$ cat config.mk
export PLATFORM = sky130hd
export DESIGN_NAME = des_round_sequencer
export DESIGN_NICKNAME = d
export VERILOG_FILES = /design/src/rtl/des_round_sequencer.sv
export SDC_FILE = /design/constraint.sdc
export NUM_CORES = 1
export LEC_CHECK = 0
export BUFFER_PORTS_ARGS = -buffer_cell sky130_fd_sc_hd__buf_2
export CORE_UTILIZATION = 34
export DETAILED_ROUTE_END_ITERATION = 6
export HOLD_SLACK_MARGIN = 0.05
export PLACE_DENSITY = 0.53
export SETUP_SLACK_MARGIN = 0.3
export SYNTH_ARGS = -nofsm -noshare
export SYNTH_HDL_FRONTEND = slang
export SYNTH_SLANG_ARGS = --single-unit
$ cat constraint.sdc
create_clock -name clk -period 3.1 [get_ports clk]
set_input_delay 0.31 -clock clk [delete_from_list [all_inputs] [get_ports clk]]
set_output_delay 0.31 -clock clk [all_outputs]
set_load 0.1 [all_outputs]
$ cat src/rtl/des_round_sequencer.sv
// Iterative DES round controller: owns L/R, C/D and the round counter and steps one
// external f-datapath through 16 rounds, one round per clock.
module des_round_sequencer #(
    parameter int unsigned ROUNDS = 16
) (
    input  logic        clk,
    input  logic        rst_n,
    input  logic        in_valid,
    output logic        in_ready,
    input  logic        in_mode,
    input  logic [63:0] in_data,
    input  logic [55:0] in_cd,
    output logic [31:0] round_right,
    output logic [55:0] round_cd,
    input  logic [31:0] f_in,
    output logic        round_active,
    output logic [4:0]  round_idx,
    output logic        out_valid,
    input  logic        out_ready,
    output logic [63:0] out_data
);

    localparam logic [4:0] LastRound = 5'(ROUNDS);

    typedef enum logic [1:0] {StIdle, StRound, StDone} state_e;

    state_e      state_q, state_d;
    logic [31:0] l_q, l_d;
    logic [31:0] r_q, r_d;
    logic [55:0] cd_q, cd_d;
    logic [4:0]  cnt_q, cnt_d;
    logic        mode_q, mode_d;
    logic [63:0] out_q, out_d;

    logic [4:0]  next_round;
    logic        shift_one;

    // Rotate a 28-bit key half by one or two places; decrypt walks the schedule backwards.
    function automatic logic [27:0] rot28(input logic [27:0] x, input logic dec,
                                          input logic two);
        if (!dec) begin
            return two ? {x[25:0], x[27:26]} : {x[26:0], x[27]};
        end
        return two ? {x[1:0], x[27:2]} : {x[0], x[27:1]};
    endfunction

    assign next_round = cnt_q + 5'd1;
    assign shift_one  = (next_round == 5'd2) || (next_round == 5'd9) || (next_round == 5'd16);

    always_comb begin
        state_d = state_q;
        l_d     = l_q;
        r_d     = r_q;
        cd_d    = cd_q;
        cnt_d   = cnt_q;
        mode_d  = mode_q;
        out_d   = out_q;
        unique case (state_q)
            StIdle: begin
                if (in_valid) begin
                    l_d    = in_data[63:32];
                    r_d    = in_data[31:0];
                    mode_d = in_mode;
                    cnt_d  = 5'd1;
                    // C16D16 equals C0D0, so decrypt starts from the unshifted key.
                    cd_d   = in_mode ? in_cd
                                     : {rot28(in_cd[55:28], 1'b0, 1'b0),
                                        rot28(in_cd[27:0], 1'b0, 1'b0)};
                    state_d = StRound;
                end
            end
            StRound: begin
                l_d   = r_q;
                r_d   = l_q ^ f_in;
                cnt_d = cnt_q + 5'd1;
                if (cnt_q == LastRound) begin
                    out_d   = {l_q ^ f_in, r_q};
                    state_d = StDone;
                end else begin
                    cd_d = {rot28(cd_q[55:28], mode_q, !shift_one),
                            rot28(cd_q[27:0], mode_q, !shift_one)};
                end
            end
            StDone: begin
                if (out_ready) begin
                    state_d = StIdle;
                end
            end
            default: state_d = StIdle;
        endcase
    end

    always_ff @(posedge clk or negedge rst_n) begin
        if (!rst_n) begin
            state_q <= StIdle;
            l_q     <= '0;
            r_q     <= '0;
            cd_q    <= '0;
            cnt_q   <= '0;
            mode_q  <= 1'b0;
            out_q   <= '0;
        end else begin
            state_q <= state_d;
            l_q     <= l_d;
            r_q     <= r_d;
            cd_q    <= cd_d;
            cnt_q   <= cnt_d;
            mode_q  <= mode_d;
            out_q   <= out_d;
        end
    end

    always_comb begin
        in_ready     = (state_q == StIdle);
        round_active = (state_q == StRound);
        out_valid    = (state_q == StDone);
        round_idx    = round_active ? cnt_q : 5'd0;
        round_right  = r_q;
        round_cd     = cd_q;
        out_data     = out_q;
    end

endmodule

==> metrics.cfg <==
[synth]
synth-seq-area-share_pct = 44.64
synthCells = 1174
synth_nets = 1335
synth_area_per_cell_sq_um = 9.168
syn-cell-area_sq_um = 10760
async_reset_ff_share_pct = 100.0
synth_edf_count = 0
synth_seq_cells = 192
yosys_warnings = 0
synth_ff_type = dfrtp_1
synth.distinct_cells = 42

[clock_network]
clock-sinks = 192
path_clk_slew_ps = 80
cts_root_buffer = clkbuf_16
numCtsBuffers = 17
cts_tree = done
clk_latency_ps = 430
h-tree-depth = 4
clock_path_buffers = 2
post-cts-setup-buffer-count = 0

[critical_path]
cp_max_fo = 59
end_kind = output port
cp-start-kind = flop
arrival_ps = 2390
cp_data_required_time_ps = 2790
worstSetupPathType = flop to output port
cp_slowest_cell = dfrtp_1
cp_cell_sequence = nand2b_2, buf_4, inv_4, buf_16, and2_2, buf_12
critPathMaxStageDelay_ps = 380

[die]
core_area_sq_um = 30830
die_w_um = 179.9
die_y_um = 179.9
io_pins = 317
dieArea_sq_um = 32370
initial_core_util_pct = 34.91
rows = 64

[timing]
final_max_slew_viol_count = 0
max_freq_mhz = 370.3
finalCriticalPeriod_ps = 2701
hold_viol = 0
relSlewSlack_pct = 38.06
setup_viol = 0
period_share_pct = 87.12
grt_setup_unrepaired = no
setup_slack_ps = 399.3
worst-slew-pin-transition_ps = 929.2
fin_setup_tns_ps = 0
fin_skew_ps = 14.59

[run]
maxCapViolations = 0

[cells_and_area]
multiInputGateArea_sq_um = 5509
regArea_sq_um = 4806
finalNetCount = 1591
drive_gt1_share_pct = 31.05
area_growth_pct = 25.34
fillCellCount = 3112

[drt]
post_drt_wl_per_cell_um = 19.05
drt_iter0_drc = 796
drt-vias-per-instance = 5.450
wl_um = 35130
firstDrtPassIters = 7
vias = 10049
drc_errors = 17
postRouteAntennaNets = 0

[placed_design]
portBuffers = 316
dp_slack_ps = 413.2
dp_hpwl_um = 24310
gp_congestion = 0.8243

[grt]
grt_use_total_pct = 21.62
grt_pass1_wl_um = 55370
grt_pass1_vias = 9714
antenna_found_initial = 7
grt_max_degree = 97
overflow = 0

[outcome]
status = complete, but fails checks
violations = DRC

[hold_path]
hold_path.class = primary input to flop

-- path summary, 6_finish.rpt --
path                       cells past startpoint    startpoint      endpoint  slack, ps
setup / recovery                               6    state_q[1]  round_idx[2]        400
hold / removal                                 3   in_data[51]       l_q[19]        160
setup reg to reg                               7      cnt_q[2]   round_cd[1]        470
hold reg to reg                                2  out_data[20]  out_data[20]        470
max in group asynchronous                      3         rst_n  round_cd[51]       1750
min in group asynchronous                      2         rst_n  out_data[29]        520
-- cells in the mapped netlist (18+ instances only) --
| master | instances | area share [%] |
|---|---|---|
| a211oi_1 | 40 | 2.8 |
| dfrtp_1 | 192 | 45 |
| o21ai_0 | 191 | 8.9 |
| inv_1 | 18 | 0.63 |
| nor2_1 | 31 | 1.1 |
| clkbuf_1 | 82 | 2.9 |
| nand3_1 | 65 | 3.0 |
| nand2_1 | 125 | 4.4 |
| nor2b_1 | 41 | 2.4 |
| o22ai_1 | 19 | 1.1 |
| nand4_1 | 82 | 4.8 |
| o22a_1 | 18 | 1.5 |
| xor2_1 | 19 | 1.5 |
| mux2_2 | 44 | 4.6 |
| mux2i_1 | 48 | 4.5 |
| and3_1 | 43 | 2.5 |
-- cell families after synthesis --
kind of cell	share of synthesized area, %
compound gates	17.26
xor+xnor	2.767
fa+ha+maj	0.4650
buf+inv	4.627
flops	44.64
mux	10.53
simple gates	19.70
-- per-stage QoR --
step	cells	area (sq um)	hold WS [ps]	util, %
floorplan	1174	10770	14.41	-
global route	1844	13490	149.0	43.76
detailed placement	1806	12820	458.5	41.58
global placement	1806	12820	458.7	41.58
CTS	1839	13460	139.3	43.65
finish	1844	13490	158.8	43.76
-- area by class of cell --
class,instances,area share (%)
clock inverters,13,1.298
repair buffers,344,14.57
well taps,396,3.673
inverters,19,0.5472
flip-flops and latches,192,35.62
diodes,5,0.09275
multi-input cells,856,40.84
clock buffers,19,3.357
-- worst max-delay path, delay by kind of cell, from the launching register on --
| family | cells | cell delay, ps |
|---|---|---|
| buffers and inverters | 4 | 1020 |
| and+or+nand+nor | 2 | 420 |
| DFF | 1 | 380 |
-- registers in the layout, summed over array words and instances (netlist names) --
name and cells:
round_cd 56, out_data 64, cnt_q 5, l_q 32, state_q 2, round_right 32
mode_q 1
-- metal layers --
metal	share of wire (%)	global-route usage, %	wire [um]	up-vias
li1	-	-	-	4833
met1	45	29.23	15830	4822
met2	46	34.72	16310	358
met3	6.9	4.923	2440	32
met4	1.5	5.724	527	4
met5	0.077	0	27	-
-- placed cells by master (no fill, tap or decap), types with 3 or more instances in the layout --
cell type	count
a21oi_1	4
dfrtp_1	191
nand4_1	82
o22ai_1	19
inv_6	3
a211oi_1	40
xor2_1	19
and3_1	42
buf_4	23
nor2b_1	41
clkbuf_8	3
ha_1	4
a22o_1	5
nand2_1	124
and2_2	4
xnor2_1	15
o21ai_0	191
a221oi_1	14
or2_2	4
clkinvlp_4	4
mux4_2	6
diode_2	5
buf_12	10
buf_2	308
mux2i_1	46
bufinv_16	3
nor3_1	4
a31oi_1	4
nor2_1	29
a311oi_1	4
nand3_1	65
clkbuf_16	17
a221o_1	4
mux2_2	43
inv_1	18
nand2b_1	5
o22a_1	18
-- repair_timing --
item,4_1_cts,5_1_grt
setup endpoints to repair,0,24
gates resized for setup,0,5
hold endpoints to repair,94,0
hold buffers,1,0
Power is left out: the tool's default activity adds up to more than one toggle a clock period on the data nets, which glitch-free logic cannot reach.
